$ cat src/rtl/regfile_param.sv
// Parametrised register file: two combinational read ports, one write port,
// optional hardwired zero entry, optional same-cycle write forwarding.
module regfile_param #(
  parameter int WIDTH     = 32,
  parameter int ADDR_BITS = 5,
  parameter bit ZERO_REG  = 1'b1,
  parameter bit BYPASS    = 1'b1
) (
  input  logic                 clk,
  input  logic                 reset,
  input  logic                 wrenable,
  input  logic [ADDR_BITS-1:0] write_addr,
  input  logic [WIDTH-1:0]     write_data,
  input  logic [ADDR_BITS-1:0] read_addr1,
  input  logic [ADDR_BITS-1:0] read_addr2,
  output logic [WIDTH-1:0]     read_data1,
  output logic [WIDTH-1:0]     read_data2
);

  localparam int DEPTH = 2 ** ADDR_BITS;

  logic [DEPTH-1:0][WIDTH-1:0] mem;

  // Each entry is its own register so a hardwired zero entry costs no flops.
  for (genvar i = 0; i < DEPTH; i++) begin : g_entry
    if (ZERO_REG && (i == 0)) begin : g_zero
      assign mem[i] = '0;
    end else begin : g_reg
      logic [WIDTH-1:0] q;
      always_ff @(posedge clk) begin
        if (reset) begin
          q <= '0;
        end else if (wrenable && (write_addr == ADDR_BITS'(i))) begin
          q <= write_data;
        end
      end
      assign mem[i] = q;
    end
  end

  // Zero entry wins over forwarding; forwarding is off while reset is high.
  function automatic logic [WIDTH-1:0] read_port(input logic [ADDR_BITS-1:0] addr);
    logic [WIDTH-1:0] data;
    data = mem[addr];
    if (ZERO_REG && (addr == '0)) begin
      data = '0;
    end else if (BYPASS && !reset && wrenable && (write_addr == addr)) begin
      data = write_data;
    end
    return data;
  endfunction

  always_comb begin
    read_data1 = read_port(read_addr1);
    read_data2 = read_port(read_addr2);
  end

endmodule
$ cat config.mk
export PLATFORM = sky130hd
export DESIGN_NAME = regfile_param
export DESIGN_NICKNAME = d
export VERILOG_FILES = /design/src/rtl/regfile_param.sv
export SDC_FILE = /design/constraint.sdc
export NUM_CORES = 2
export LEC_CHECK = 0
export BUFFER_PORTS_ARGS = -buffer_cell sky130_fd_sc_hd__buf_2
export CORE_ASPECT_RATIO = 1.2
export CORE_MARGIN = 1
export CORE_UTILIZATION = 40
export CTS_CLUSTER_DIAMETER = 100
export CTS_CLUSTER_SIZE = 28
export DETAILED_ROUTE_END_ITERATION = 7
export SYNTH_ARGS = -nofsm -noshare
export SYNTH_HDL_FRONTEND = slang
export SYNTH_SLANG_ARGS = --single-unit
$ cat constraint.sdc
create_clock -name clk -period 3.4 [get_ports clk]
set_clock_uncertainty 0.2 [all_clocks]
set_input_delay 0.34 -clock clk [delete_from_list [all_inputs] [get_ports clk]]
set_output_delay 0.34 -clock clk [all_outputs]
set_load 0.01 [all_outputs]
==> results.toml <==
[outcome]
outcome = "completed"

[clocking]
htree_levels = 2
clock_path_buffers = 3
cts_tree = "built"
clk_latency_ns = 0.65
root_buffer = "clkbuf_16"
cts_buffers = 41
cts_sinks = 992
cts.repair.resized = 0
cts.clk_slew.worst_paths_ns = 0.11

[synthesis]
synthArstFlopShare = 0
synth_edf_count = 0
synth_nets = 6006
synth-simple-area-share = 0.178
yosysWarnings = 0
synth.top_cells.by_area = "dfxtp_1 39%, mux4_2 16%, nand2_1 16%"
synth_top_area_cell = "dfxtp_1"
synthCells = 5956
synth_common_cells = "2111 x nand2_1, 992 x a21oi_1, 992 x dfxtp_1"
synth_cell_types = 41
synth_ff_type = "dfxtp_1"
syn_area_per_cell_um2 = 8.49
synthXorXnorAreaFrac = 0.00173
synth_mux_area_frac = 0.213
synth_area_um2 = 50600
yosysMostFrequentCell = "nand2_1"
ys_seq_area_frac = 0.393
synth-seq-cells = 992
synth_compound_area_frac = 0.163
synth_top_family_by_area = "multiplexers"
synth_top_area_frac = 0.393
synth_fa_ha_area_frac = 0

[sta]
fmax_ghz = 0.298
setup_tns_ns = 0
tightest_slew_ns = 1.44
period_minus_slack_ns = 3.35
finalCritPeriodShare = 0.986
whs_ns = 0.0295
rsz0062_at_grt = "false"
slew_violations = 0
finalSetupViolCount = 0
hold_viol = 0
relSlewSlack = 0.0332

[place]
placed_area_um2 = 54000
gp_congestion = 0.937
post-dp-hpwl_um = 133000
io_buffers = 113

[global_route]
antenna_found_initial = 12
grt_overflow_total = 0
grt_pass1_vias = 43561
grt_usage = 0.324
grt_max_degree = 185
grt_pass1_wl_um = 306000

[critical_path]
worst-path-max-fanout = 15
critPathCaptureType = "output pin"
r2r_cells = 2
crit_start = "read_addr2[3]"
crit_path_start_kind = "primary input"
crit_arrival_ns = 2.81
rrSetupSlack_ns = 2.49
r2r-end = "g_entry[21].g_reg.q[20]$_SDFFE_PP0P_"
criticalPathCategory = "in -> out"
r2r-start = "g_entry[21].g_reg.q[20]$_SDFFE_PP0P_"
endpoint = "read_data2[20]"
required_ns = 2.86

[min_path]
hold_depth = 3
holdCritStartpoint = "write_data[10]"
hold_path_class = "in -> reg"

[final_layout]
drive_gt1_frac = 0.163
fin_nets = 5812
design_area_um2 = 55200
final.fill_count = 12247
largest-register = "g_entry.g_reg.q"
largest_reg_flops = 992
multi_input_area_um2 = 28500
regArea_um2 = 19900
synthToLayoutAreaGrowth_pct = 9.23
reg_top3 = "g_entry.g_reg.q x992"

[drt]
post_drt_wl_per_cell_um = 28.9
drc = 0
num_vias = 47274
ant_nets = 0
drtIter0Drc = 6629
drt_pass1_iterations = 8
vias_per_cell = 6.36
drt_wl_total_um = 215000

[pwr]
ir_drop_mv = 0.358
powerDensity_nw_per_um2 = 371
p_leak_nw = 17.7
total_power_mw = 20.5

[die]
start_util = 0.404
io_pins = 114
chipWidth_um = 327
core-area_um2 = 125000
dieArea_um2 = 128000
die_h_um = 392
rows = 142

[flow_run]
maxCapViolations = 0
[metrics by stage]
stage                util  instances  setup slack, ns
finish              0.442       7429           0.0482
global route        0.442       7425           0.0536
CTS                 0.441       7416            0.101
detailed placement  0.432       7357            0.109
global placement    0.432       7357           0.0877
floorplan               -       5956            0.759
[worst max-delay path, cell delays in order]
cell      delay, ns
buf_2          0.15
nor2b_2        1.11
a221oi_1       0.18
a221oi_1       0.46
or3_1          0.19
a32o_1         0.16
buf_2          0.21
[power by group]
group	switching [mW]	total, mW	internal (mW)
clock	3.93	6.14	2.20
combinational	1.80	2.60	0.807
sequential	0.0606	11.8	11.7
[per-layer routing]
layer,vias up,global-route usage,part of all wire,routed length (µm)
met5,-,0,0.00017,36
met4,6,0.193,0.068,14600
met3,776,0.0721,0.12,25200
met2,3115,0.506,0.45,96100
met1,22976,0.410,0.37,78600
li1,20401,-,-,-
[cells in the final DEF, fill, tap and decap left out, types with 3 or more instances in the layout]
master         count
dlygate4sd3_1     16
a21oi_1          992
buf_2            106
buf_8              5
nor2b_1            5
nand2b_1           8
a221oi_1         135
o21bai_1          18
and2_2             3
nand2_1         2081
nor4_2             6
dfxtp_1          992
buf_12            70
nor2_4            15
nand3_1           45
nor3_1            21
or2_2              3
nor3_2            12
mux2i_1          162
or3_1             31
diode_2           11
a22oi_1          109
o22ai_1           18
mux2_1            31
nand2_2           30
nand4_1           18
nor2_1            10
o211ai_1          18
a32o_1            32
mux4_2           363
nor2b_2            3
xnor2_1           10
nor2b_4            6
mux2_2            56
a21o_1            18
o2111ai_1         14
buf_4            212
a22o_1            31
clkbuf_16         41
[timing repair]
| item | CTS | global route |
|---|---|---|
| hold buffers | 16 | 0 |
| endpoints found under the setup margin | 0 | 3 |
| endpoints found under the hold margin | 190 | 0 |
| setup buffers | 0 | 0 |
[cells by family (layout without fill, tap and decap cells)]
kind of cell,Yosys count,in the layout
DFF,992,992
AOI/OAI and AO/OA,1388,1388
buffers and inverters,649,453
and+or+nand+nor,2305,2307
xor gates and xnor gates,10,10
muxes,612,612
other,0,11
[worst min path at each step]
stage / to / slack [ns]
after floorplan: g_entry[3].g_reg.q[17]$_SDFFE_PP0P_ / 0.24
after global routing: g_entry[5].g_reg.q[10]$_SDFFE_PP0P_ / 0.03
after CTS: g_entry[5].g_reg.q[10]$_SDFFE_PP0P_ / 0.009
final: g_entry[5].g_reg.q[10]$_SDFFE_PP0P_ / 0.03
after global placement: g_entry[19].g_reg.q[24]$_SDFFE_PP0P_ / 0.25
after detailed placement: g_entry[30].g_reg.q[9]$_SDFFE_PP0P_ / 0.26
[final cells by class]
type | count | area share
inverter | 1 | 0.0000680
timing repair buffer | 409 | 0.0680
clock inverter | 2 | 0.000385
tap | 1656 | 0.0375
antenna | 11 | 0.000498
sequential | 992 | 0.360
multi-input combinational | 4317 | 0.515
clock buffer | 41 | 0.0186
Power figures use the tool's default switching activity.
